===== src/rtl/atari_bus_pkg.sv =====
// Shared types and constants for the Atari 2600 bus scheduler.
package atari_bus_pkg;

  typedef enum logic [1:0] {
    TGT_TIA,
    TGT_PIA,
    TGT_RAM,
    TGT_ROM
  } tgt_e;

  typedef enum logic {
    ST_RUN,
    ST_HALT
  } halt_st_e;

  localparam logic [5:0]  WSYNC_ADR = 6'h02;
  localparam int unsigned A12_BIT   = 12;
  localparam int unsigned A9_BIT    = 9;
  localparam int unsigned A7_BIT    = 7;

  // Only the low bits are compared; the caller qualifies with the TIA strobe.
  function automatic logic is_wsync(input logic [12:0] adr);
    return adr[5:0] == WSYNC_ADR;
  endfunction

endpackage


===== src/rtl/atari_addr_decode.sv =====
// Maps a 13-bit CPU address to exactly one Atari 2600 bus target.
module atari_addr_decode
  import atari_bus_pkg::*;
(
  input  logic [12:0] adr_i,
  output tgt_e        tgt_o
);

  // The 2600 decodes partially; the remaining bits are mirrors.
  logic unused_adr;
  assign unused_adr = ^{adr_i[11:10], adr_i[8], adr_i[6:0]};

  always_comb begin
    tgt_o = TGT_TIA;
    if (adr_i[A12_BIT])     tgt_o = TGT_ROM;
    else if (!adr_i[A7_BIT]) tgt_o = TGT_TIA;
    else if (!adr_i[A9_BIT]) tgt_o = TGT_RAM;
    else                     tgt_o = TGT_PIA;
  end

endmodule


===== src/rtl/atari_bus_sched.sv =====
// Bus scheduler between the 6502 core and the 2600 peripherals: DIV-cycle
// accesses, one registered target strobe each, and the WSYNC halt.
module atari_bus_sched
  import atari_bus_pkg::*;
#(
  parameter int unsigned DIV = 3
) (
  input  logic        clk_i,
  input  logic        rst_ni,
  input  logic [12:0] cpu_adr_i,
  input  logic        cpu_we_i,
  input  logic [7:0]  cpu_dat_i,
  output logic [7:0]  cpu_dat_o,
  output logic        cpu_en_o,
  output logic        cpu_rdy_o,
  output logic [12:0] adr_o,
  output logic        we_o,
  output logic [7:0]  dat_o,
  output logic        tia_stb_o,
  output logic        pia_stb_o,
  output logic        ram_stb_o,
  output logic        rom_stb_o,
  input  logic [7:0]  tia_dat_i,
  input  logic [7:0]  pia_dat_i,
  input  logic [7:0]  ram_dat_i,
  input  logic [7:0]  rom_dat_i,
  input  logic        hsync_i
);

  // state   | meaning
  // ST_RUN  | accesses issue every DIV cycles
  // ST_HALT | WSYNC written; hold at phase 0 until hsync_i

  localparam logic [3:0] PH_LAST = 4'(DIV - 1);
  localparam logic [3:0] PH_CAPT = 4'd2;

  // ph_q is the phase the next cycle presents, so every output is a flop.
  logic [3:0] ph_q, ph_d;
  halt_st_e   st_q, st_d;
  logic [3:0] stb_q, stb_d;
  tgt_e       sel_q, sel_d;
  logic       en_q, en_d;
  logic [7:0] rdat_q, rdat_d;
  tgt_e       dec_tgt;
  logic       advance;
  logic [7:0] rd_mux;

  atari_addr_decode u_dec (
    .adr_i (cpu_adr_i),
    .tgt_o (dec_tgt)
  );

  assign advance = (st_q == ST_RUN) || (ph_q != 4'd0) || hsync_i;

  always_comb begin
    rd_mux = tia_dat_i;
    case (sel_q)
      TGT_TIA: rd_mux = tia_dat_i;
      TGT_PIA: rd_mux = pia_dat_i;
      TGT_RAM: rd_mux = ram_dat_i;
      TGT_ROM: rd_mux = rom_dat_i;
      default: rd_mux = tia_dat_i;
    endcase
  end

  always_comb begin
    ph_d   = ph_q;
    st_d   = st_q;
    stb_d  = '0;
    sel_d  = sel_q;
    en_d   = 1'b0;
    rdat_d = rdat_q;

    case (st_q)
      ST_RUN:  if (stb_q[TGT_TIA] && cpu_we_i && is_wsync(cpu_adr_i)) st_d = ST_HALT;
      ST_HALT: if (hsync_i) st_d = ST_RUN;
      default: st_d = ST_RUN;
    endcase

    if (advance) begin
      ph_d = (ph_q == PH_LAST) ? 4'd0 : ph_q + 4'd1;
      if (ph_q == 4'd0) begin
        stb_d[dec_tgt] = 1'b1;
        sel_d          = dec_tgt;
      end
      if (ph_q == PH_CAPT && !cpu_we_i) rdat_d = rd_mux;
      if (ph_q == PH_LAST) en_d = 1'b1;
    end
  end

  always_ff @(posedge clk_i or negedge rst_ni) begin
    if (!rst_ni) begin
      ph_q   <= 4'd0;
      st_q   <= ST_RUN;
      stb_q  <= '0;
      sel_q  <= TGT_TIA;
      en_q   <= 1'b0;
      rdat_q <= 8'h00;
    end else begin
      ph_q   <= ph_d;
      st_q   <= st_d;
      stb_q  <= stb_d;
      sel_q  <= sel_d;
      en_q   <= en_d;
      rdat_q <= rdat_d;
    end
  end

  assign adr_o     = cpu_adr_i;
  assign we_o      = cpu_we_i;
  assign dat_o     = cpu_dat_i;
  assign cpu_dat_o = rdat_q;
  assign cpu_en_o  = en_q;
  assign cpu_rdy_o = (st_q == ST_RUN);
  assign tia_stb_o = stb_q[TGT_TIA];
  assign pia_stb_o = stb_q[TGT_PIA];
  assign ram_stb_o = stb_q[TGT_RAM];
  assign rom_stb_o = stb_q[TGT_ROM];

endmodule


===== config.mk =====
export PLATFORM = sky130hd
export DESIGN_NAME = atari_bus_sched
export DESIGN_NICKNAME = d
export VERILOG_FILES = /design/src/rtl/atari_bus_pkg.sv /design/src/rtl/atari_addr_decode.sv /design/src/rtl/atari_bus_sched.sv
export SDC_FILE = /design/constraint.sdc
export NUM_CORES = 1
export LEC_CHECK = 0
export BUFFER_PORTS_ARGS = -buffer_cell sky130_fd_sc_hd__buf_4
export CAP_MARGIN = 20
export CORE_ASPECT_RATIO = 0.5
export CORE_MARGIN = 5
export CORE_UTILIZATION = 43
export CTS_BUF_LIST = sky130_fd_sc_hd__clkbuf_8
export DETAILED_ROUTE_END_ITERATION = 16
export GPL_TIMING_DRIVEN = 0
export PLACE_DENSITY = 0.95
export RECOVER_POWER = 50
export SYNTH_ARGS = -nofsm -noshare
export SYNTH_HDL_FRONTEND = slang
export SYNTH_HIERARCHICAL = 1
export SYNTH_SLANG_ARGS = --single-unit

===== constraint.sdc =====
create_clock -name clk_i -period 3.4 [get_ports clk_i]
set_input_delay 0.34 -clock clk_i [delete_from_list [all_inputs] [get_ports clk_i]]
set_output_delay 0.34 -clock clk_i [all_outputs]
set_load 0.02 [all_outputs]

==> metrics.cfg <==
[clocking]
cts_tree=built
htree_levels=1
clk_pin_slew_worst_paths_ns=0.08
ctsLongestPathBuffers=2
insertion_delay_ns=0.26
cts_made_buffers=3
post_cts_resized=0
cts-root-buf=clkbuf_8
cts_num_sinks=20

[sta]
setup_viol=0
fin_ws_ns=1.72
slew_violations=0
slew-limit-headroom_pct=27.4
max_freq_mhz=594
rsz0062_at_grt=false
worst_pin_slew_ns=1.09
setup_tns_ns=0
hold_violations=0
post-route-period-util_pct=49.5
finClkSkew_ns=0.00680
fin_crit_ns=1.68

[route]
viasPerCell=4.78
wl_mm=3.20
first_pass_iters=4
dr.first_iter.drc_count=20
drc=0
vias=1004
ant_nets=0
wl_per_cell_um=15.2

[setup_path]
slowest_delay_ns=0.50
reg2reg_slack_ns=1.72
r2r_cells=3
rr_endpoint=cpu_dat_o[3]$_DFFE_PN0P_
end_kind=register
crit_family=simple AND/OR/NAND/NOR gates
slowest_stage=nor4_4
timing.rr.start=ph_q[0]$_DFFE_PN0P_
cp_data_arrival_time_ns=1.83
critPathKind=reg -> reg
cp-start-kind=register
path_cells=nand2b_1, nor4_4, mux2_2
worst-path-buf-inv=0
cp.required_ns=3.55
cp.depth=3
cp_max_fo=8

[synthesis]
syn-instance-count=88
yosysTopAreaCellShare_pct=43.1
synth_edf_count=0
async_reset_ff_share_pct=100
synth_cell_type_count=25
syn_area_per_cell_um2=13.2
synth_top_cell_by_area=dfrtp_1
ys_seq_area_share_pct=43.1
ys_ff_latch=20
synthTopCellsByArea=dfrtp_1 (43%), mux4_2 (16%), buf_4 (15%), mux2_2 (9.7%), nor4_4 (1.8%)
synth.cell_area_um2=1160
synth_flop_cell=dfrtp_1
synth_nets=145
yosysWarnings=6

[die]
start_util_pct=44.9
rows=13
io_pins=93
fp.dieArea_um2=3900
die_y_um=46.7
die_w_um=83.5
core_area_um2=2590

[min_path]
min_to=st_q$_DFF_PN0_
hold_class=in -> reg
min_path_cells=3
hp-start=cpu_we_i

[flow_run]
cap_violations=0

[global_routing]
antenna_found_initial=0
gr-usage-all-layers_pct=17.0
grt_pass1_vias=1072
grt_pass1_wl_mm=5.01
overflow=0
grt_max_degree=21

[final_layout]
fillerInstances=193
layout_common_cells=buf_4 (89), dfrtp_1 (20), clkbuf_1 (13), mux2_2 (10), mux4_2 (8)
diodes=0
drive_gt1_share_pct=66.5
fin_nets=231
final_area_um2=1820
syn_to_final_growth_pct=56.5
final_common_cell=buf_4

[placed_design]
place_area_um2=1810
portBuffers=80
post-dp-hpwl_mm=2.65
routabilityCongestion=0.732
place_ws_ns=1.80

[power_and_ir_drop]
power.total_mw=1.15
ir_drop_v=0.000306
leakagePower_nw=0.890
power.density_nw_per_um2=633

[status]
status=finished clean

[final cells by class]
class	count	area, µm²	share of cell area, %
sequential	20	500	27.5
timing repair buffer	81	562	30.9
tap	37	46.3	2.55
buffer	24	176	9.71
multi-input combinational	42	469	25.8
inverter	2	7.51	0.413
clock buffer	4	55.1	3.03
[sequential cells by signal (all words and copies together), names as in the netlist]
name and cells:
stb_q 4, sel_q 2, ph_q 4, cpu_en_o 1
st_q 1, cpu_dat_o 8
[per-layer routing]
layer	track usage, %	part of all wire [%]	vias up
met2	34.1	53	47
met1	16.9	36	483
li1	-	-	465
met5	0	0	-
met3	5.60	7.8	9
met4	8.97	2.6	0
[report_power, final]
part / leakage (nW) / switching (mW) / total, mW / internal, mW
logic: 0.615 / 0.252 / 0.565 / 0.313
clock network: 0.0288 / 0.0798 / 0.183 / 0.103
registers: 0.246 / 0.0702 / 0.401 / 0.331
total: 0.890 / 0.402 / 1.15 / 0.747
[worst max path at each step]
| stage | startpoint | to | slack [ns] |
|---|---|---|---|
| final | ph_q[0]$_DFFE_PN0P_ | cpu_dat_o[3]$_DFFE_PN0P_ | 1.72 |
| after global routing | ph_q[0]$_DFFE_PN0P_ | cpu_dat_o[3]$_DFFE_PN0P_ | 1.64 |
| after CTS | ph_q[0]$_DFFE_PN0P_ | cpu_dat_o[3]$_DFFE_PN0P_ | 1.79 |
| after detailed placement | ph_q[0]$_DFFE_PN0P_ | cpu_dat_o[5]$_DFFE_PN0P_ | 1.80 |
| after floorplan | ph_q[2]$_DFFE_PN0P_ | cpu_dat_o[0]$_DFFE_PN0P_ | 1.99 |
| after global placement | ph_q[2]$_DFFE_PN0P_ | cpu_dat_o[2]$_DFFE_PN0P_ | 1.86 |
[kinds of logic (layout without fill, tap and decap cells)]
logic type	count (synthesis)	after routing	synth area share (%)
xor gates and xnor gates	2	2	1.51
AOI/OAI and AO/OA	5	5	2.91
DFF	20	20	43.1
muxes	18	18	25.2
buffers and inverters	26	111	15.8
and+or+nand+nor	17	17	11.4
[Yosys cell counts (all sizes together), types with 2 or more instances]
| master | count |
|---|---|
| buf | 24 |
| nor4 | 2 |
| nand2b | 4 |
| xnor2 | 2 |
| and3b | 2 |
| mux4 | 8 |
| mux2 | 10 |
| nand2 | 2 |
| inv | 2 |
| dfrtp | 20 |
| a21o | 2 |
[timing repair]
item	4_1_cts	5_1_grt
setup buffers	0	0
setup endpoints to repair	0	0
hold buffers	1	0
hold endpoints to repair	20	0
[through the flow]
step	hold WS (ns)	util, %	std cells
after floorplan	0.0444	-	88
after global placement	0.224	69.9	205
after detailed placement	0.232	69.9	205
after CTS	0.365	72.4	210
after global routing	0.356	70.2	210
final	0.369	70.2	210
[worst min-delay path: cells and delay by family]
kind,cells,cell delay [ns]
AO/OA/AOI/OAI,1,0.06
buffers and inverters,1,0.13
AND/OR/NAND/NOR,1,0.07
No activity file was read; power rests on OpenSTA's default activity.
